==> config.mk <==
export PLATFORM = sky130hd
export DESIGN_NAME = fetch_unit
export DESIGN_NICKNAME = d
export VERILOG_FILES = /design/src/rtl/isa_pkg.sv /design/src/rtl/fetch_unit.sv
export SDC_FILE = /design/constraint.sdc
export NUM_CORES = 1
export LEC_CHECK = 0
export CORE_ASPECT_RATIO = 0.9
export CORE_MARGIN = 5
export CORE_UTILIZATION = 40
export CTS_BUF_LIST = sky130_fd_sc_hd__clkbuf_8
export CTS_CLUSTER_DIAMETER = 80
export DETAILED_ROUTE_END_ITERATION = 10
export GPL_ROUTABILITY_DRIVEN = 0
export PLACE_DENSITY = 0.89
export SLEW_MARGIN = 40
export SYNTH_ARGS = -nofsm -noshare
export SYNTH_HDL_FRONTEND = slang
export SYNTH_SLANG_ARGS = --single-unit
==> constraint.sdc <==
create_clock -name clk -period 3.4 [get_ports clk]
set_input_delay 1.02 -clock clk [delete_from_list [all_inputs] [get_ports clk]]
set_output_delay 1.02 -clock clk [all_outputs]
set_load 0.1 [all_outputs]
==> src/rtl/isa_pkg.sv <==
// Shared definitions for the 14-bit ISA datapath: widths, instruction fields
// and the fetch state encoding.
package isa_pkg;

    localparam int unsigned ISA_ADDR_W = 5;
    localparam int unsigned ISA_DATA_W = 14;

    // Instruction word layout used by decode.
    localparam int unsigned OPCODE_MSB  = 13;
    localparam int unsigned OPCODE_LSB  = 10;
    localparam int unsigned OPCODE_W    = OPCODE_MSB - OPCODE_LSB + 1;
    localparam int unsigned OPERAND_MSB = 9;
    localparam int unsigned OPERAND_LSB = 0;
    localparam int unsigned OPERAND_W   = OPERAND_MSB - OPERAND_LSB + 1;

    typedef enum logic [1:0] {
        IDLE  = 2'd0,
        REQ   = 2'd1,
        WAIT  = 2'd2,
        VALID = 2'd3
    } fetch_state_t;

    function automatic logic [OPCODE_W-1:0] opcode_of(input logic [ISA_DATA_W-1:0] word);
        return word[OPCODE_MSB:OPCODE_LSB];
    endfunction

    function automatic logic [OPERAND_W-1:0] operand_of(input logic [ISA_DATA_W-1:0] word);
        return word[OPERAND_MSB:OPERAND_LSB];
    endfunction

endpackage

==> src/rtl/fetch_unit.sv <==
// Instruction fetch stage: owns the PC, reads program memory one word at a
// time and hands each word to decode over a valid/ready handshake.
module fetch_unit
    import isa_pkg::*;
#(
    parameter int unsigned       ADDR_W   = ISA_ADDR_W,
    parameter int unsigned       DATA_W   = ISA_DATA_W,
    parameter logic [ADDR_W-1:0] RESET_PC = '0
) (
    input  logic              clk,
    input  logic              rst,
    input  logic              run,
    input  logic              redirect_valid,
    input  logic [ADDR_W-1:0] redirect_pc,
    output logic [ADDR_W-1:0] mem_add,
    output logic              mem_en,
    input  logic [DATA_W-1:0] mem_data,
    output logic              instr_valid,
    output logic [DATA_W-1:0] instr,
    output logic [ADDR_W-1:0] instr_pc,
    input  logic              instr_ready
);

    fetch_state_t      state;
    fetch_state_t      state_n;
    logic [ADDR_W-1:0] pc;
    logic [ADDR_W-1:0] pc_n;
    logic              mem_en_n;
    logic [ADDR_W-1:0] mem_add_n;
    logic              instr_valid_n;
    logic              capture;

    // State and PC register.
    always_ff @(posedge clk) begin
        if (rst) begin
            state <= IDLE;
            pc    <= RESET_PC;
        end else begin
            state <= state_n;
            pc    <= pc_n;
        end
    end

    // Next state and PC; a redirect overrides every other transition.
    always_comb begin
        state_n = state;
        pc_n    = pc;
        if (redirect_valid) begin
            pc_n    = redirect_pc;
            state_n = run ? REQ : IDLE;
        end else begin
            unique case (state)
                IDLE:    if (run) state_n = REQ;
                REQ:     state_n = WAIT;
                WAIT:    state_n = VALID;
                VALID: begin
                    if (instr_valid && instr_ready) begin
                        pc_n    = pc + ADDR_W'(1);
                        state_n = run ? REQ : IDLE;
                    end
                end
                default: state_n = IDLE;
            endcase
        end
    end

    // Output decode from the upcoming state so the registered outputs track it.
    always_comb begin
        mem_en_n      = (state_n == REQ);
        mem_add_n     = pc_n;
        instr_valid_n = (state_n == VALID);
        capture       = (state == WAIT) && !redirect_valid;
    end

    // Registered outputs; the word is only captured when no redirect kills it.
    always_ff @(posedge clk) begin
        if (rst) begin
            mem_en      <= 1'b0;
            mem_add     <= RESET_PC;
            instr_valid <= 1'b0;
            instr       <= '0;
            instr_pc    <= '0;
        end else begin
            mem_en      <= mem_en_n;
            mem_add     <= mem_add_n;
            instr_valid <= instr_valid_n;
            if (capture) begin
                instr    <= mem_data;
                instr_pc <= pc;
            end
        end
    end

endmodule

==> key figures <==
Clock tree
  • Post-CTS setup buffer count: 0
  • Htree depth: 1
  • Clk Latency, worst-skew pair: 270 ps
  • Post-CTS resize count: 0
  • CTS tree: done
  • # hold bufs at CTS: 0
  • Clock slew at reported path FFs: 90 ps
  • Max clock buf depth: 2
  • Clk sinks: 28
  • CTS Buf Count: 3
  • Root Driver: clkbuf_8

Worst setup path
  • Crit path max fanout: 19
  • Req. time, crit path: 3560 ps
  • RR Endpoint: instr_pc[3]
  • Worst reg-to-reg path cell count: 3
  • R2r setup slk: 1830 ps
  • CP startpoint kind: input pin
  • Critical path arrival: 2590 ps
  • Cell Chain, Critical Path: clkdlybuf4s50_1, or3b_1, nand2_1, a21oi_1
  • Crit-path leading delay family: simple AND/OR/NAND/NOR gates
  • Worst stage delay on the critical path: 710 ps
  • WS Path Type: input pin to register
  • Worst path buffer plus inverter count: 1
  • Critical path capture point type: register
  • Max stage delay cell, worst path: or3b_1
  • R2R Path Start: state[1]

Floorplan
  • Die Footprint: 3890 um^2
  • Die Y: 59.7 um
  • Rows: 18
  • IO Pins: 50
  • Core area: 2680 um^2
  • Die X: 65.2 um
  • Starting density of the core: 40.9%

Timing
  • Tmin final: 2440 ps
  • WHS: 458 ps
  • Fin. max-slew vios: 0
  • Fin crit share: 71.7%
  • RSZ-0062 raised after global routing: false
  • Tightest Pin Transition: 693 ps
  • Setup TNS: 0 ps
  • Slew margin rel.: 53.7%
  • Fin. Hold Viols: 0
  • Achievable Freq: 410 MHz
  • # setup viols final: 0
  • Clk_skew: 2.03 ps

Worst hold path
  • HP Class: register to register
  • Hold Path Origin: instr[6]
  • Hold Crit Endpoint: instr[6]
  • Hold Crit Depth: 2

Pwr
  • Combinational share of power: 16.9%
  • Design internal power: 0.537 mW
  • VDD IR-drop max: 0.192 mV
  • P_sw: 0.194 mW
  • Sequential group share of total power: 47.5%
  • Leak: 0.607 nW
  • Switching part of the total power: 26.5%
  • PwrDens: 456 nW/um^2
  • Clock power frac: 35.6%

Global routing
  • Global-route wire length before repair: 4440 um
  • GRT Total Usage: 14.5%
  • Vias in the first global route: 997
  • Gr ovfl total: 0
  • Largest net degree at the start of global routing: 29
  • Initial antenna violation count: 0

Final layout
  • Filler cells: 238
  • Layout cell share with drive strength beyond 1: 19.8%
  • Util after Layout: 59.9%
  • Diode count: 0
  • Commonest non-fill, non-tap cell in the layout: nand2_1
  • Layout area overhead: 46.3%
  • Commonest cells after routing, fill and taps aside: nand2_1, dfxtp_1, buf_4
  • Final nets: 203

Drt
  • Vias per cell: 5.15
  • WL/cell: 13.4 um
  • Total wire length: 2780 um
  • DRC: 0
  • DR pass1 iterations: 4
  • Vias: 1,067
  • DR iter-0 viols: 61
  • Post-route ant nets: 0

Yosys
  • Cells after Synth: 130
  • Synthesized area: 1100 um^2
  • Seq cells post-synth: 28
  • Yosys warnings: 0
  • Synth cell types: 30
  • Syn_area_per_cell: 8.44 um^2
  • Post-Syn Nets: 155
  • Register area share after synthesis: 51.1%

Placed design
  • HPWL Detailed: 2040 um
  • Port Buf Inserts: 49

Outcome
  • Status: finished, final reports clean

Flow run
  • Max_cap viols: 0
-- worst max path at each step --
| stage | start | to | slack (ps) | cells past startpoint |
|---|---|---|---|---|
| floorplan | redirect_valid | instr[10] | 1280 | 6 |
| global placement | redirect_valid | instr[9] | 780 | 4 |
| detailed placement | redirect_valid | instr_pc[3] | 700 | 4 |
| CTS | redirect_valid | instr_pc[3] | 950 | 4 |
| global route | redirect_valid | instr_pc[3] | 840 | 4 |
| finish | redirect_valid | instr_pc[3] | 960 | 4 |
-- cell usage after synthesis --
library cell	number	area, um^2
a211oi_1	2	15.0
a21oi_1	20	100
a221oi_1	1	8.76
a311oi_1	2	17.5
a31oi_1	1	6.26
and4_2	1	10.0
buf_1	1	3.75
buf_2	3	15.0
buf_4	1	7.51
clkbuf_1	2	7.51
clkinv_1	1	3.75
dfxtp_1	28	561
ha_1	1	12.5
inv_1	2	7.51
nand2_1	41	154
nand3_1	3	15.0
nand4_4	1	21.3
nor2_1	4	15.0
nor3_1	1	5.00
nor3b_1	1	7.51
nor3b_4	1	18.8
nor4_1	1	6.26
nor4bb_1	1	10.0
o21ai_0	3	15.0
o21bai_1	1	7.51
o22ai_1	1	6.26
o31a_2	1	10.0
or3_1	2	12.5
or3b_1	1	8.76
xnor2_1	1	8.76
-- final cells by class --
| type | count | area, um^2 | share of cell area, % |
|---|---|---|---|
| Clock inverter | 1 | 30.0 | 1.87 |
| Sequential cell | 28 | 561 | 34.9 |
| Timing Repair Buffer | 50 | 433 | 27.0 |
| Multi-Input combinational cell | 92 | 492 | 30.6 |
| Inverter | 3 | 11.3 | 0.701 |
| Clock buffer | 3 | 41.3 | 2.57 |
| Tap cell | 30 | 37.5 | 2.34 |
-- power groups by stage --
stage          sequential, mW  combinational, mW  clock (mW)
2_1_floorplan           0.409             0.0245           0
3_3_place_gp            0.354              0.122           0
3_5_place_dp            0.355              0.124           0
4_1_cts                 0.347              0.124       0.261
5_1_grt                 0.349              0.131       0.276
6_report                0.347              0.124       0.260
-- metal layers --
metal / vias to the layer above / wire [um] / global-route usage (%)
met5: - / 0 / 0
met1: 491 / 1160 / 16.8
met3: 5 / 221 / 3.95
met4: 0 / 31 / 4.44
li1: 537 / - / -
met2: 34 / 1370 / 26.0
-- registers in the layout, summed over array words and instances (netlist names) --
register     cells
instr_valid      1
state            2
instr           14
mem_en           1
mem_add          5
instr_pc         5
-- tightest hold or removal path: cells and delay by family, from the launching register on --
| family | cells | cell delay [ps] |
|---|---|---|
| simple gates | 1 | 50 |
| compound gates | 1 | 50 |
| flops | 1 | 320 |
-- cells by family after synthesis --
group	after synthesis	synth area share [%]
AO/OA/AOI/OAI	32	17.0
adder cells (fa/ha/maj)	1	1.14
buffers and inverters	10	4.10
flip-flops	28	51.1
XOR/XNOR	1	0.798
AND/OR/NAND/NOR	58	25.9
-- metrics by stage --
stage | area [um^2] | power, mW | instances | setup slack, ps
2_1_floorplan | 1100 | 0.433 | 130 | 1280
3_3_place_gp | 1530 | 0.477 | 203 | 783
3_5_place_dp | 1530 | 0.479 | 203 | 701
4_1_cts | 1610 | 0.733 | 207 | 947
5_1_grt | 1610 | 0.756 | 207 | 843
6_report | 1610 | 0.731 | 207 | 961
(Power assumes the default switching activity.)
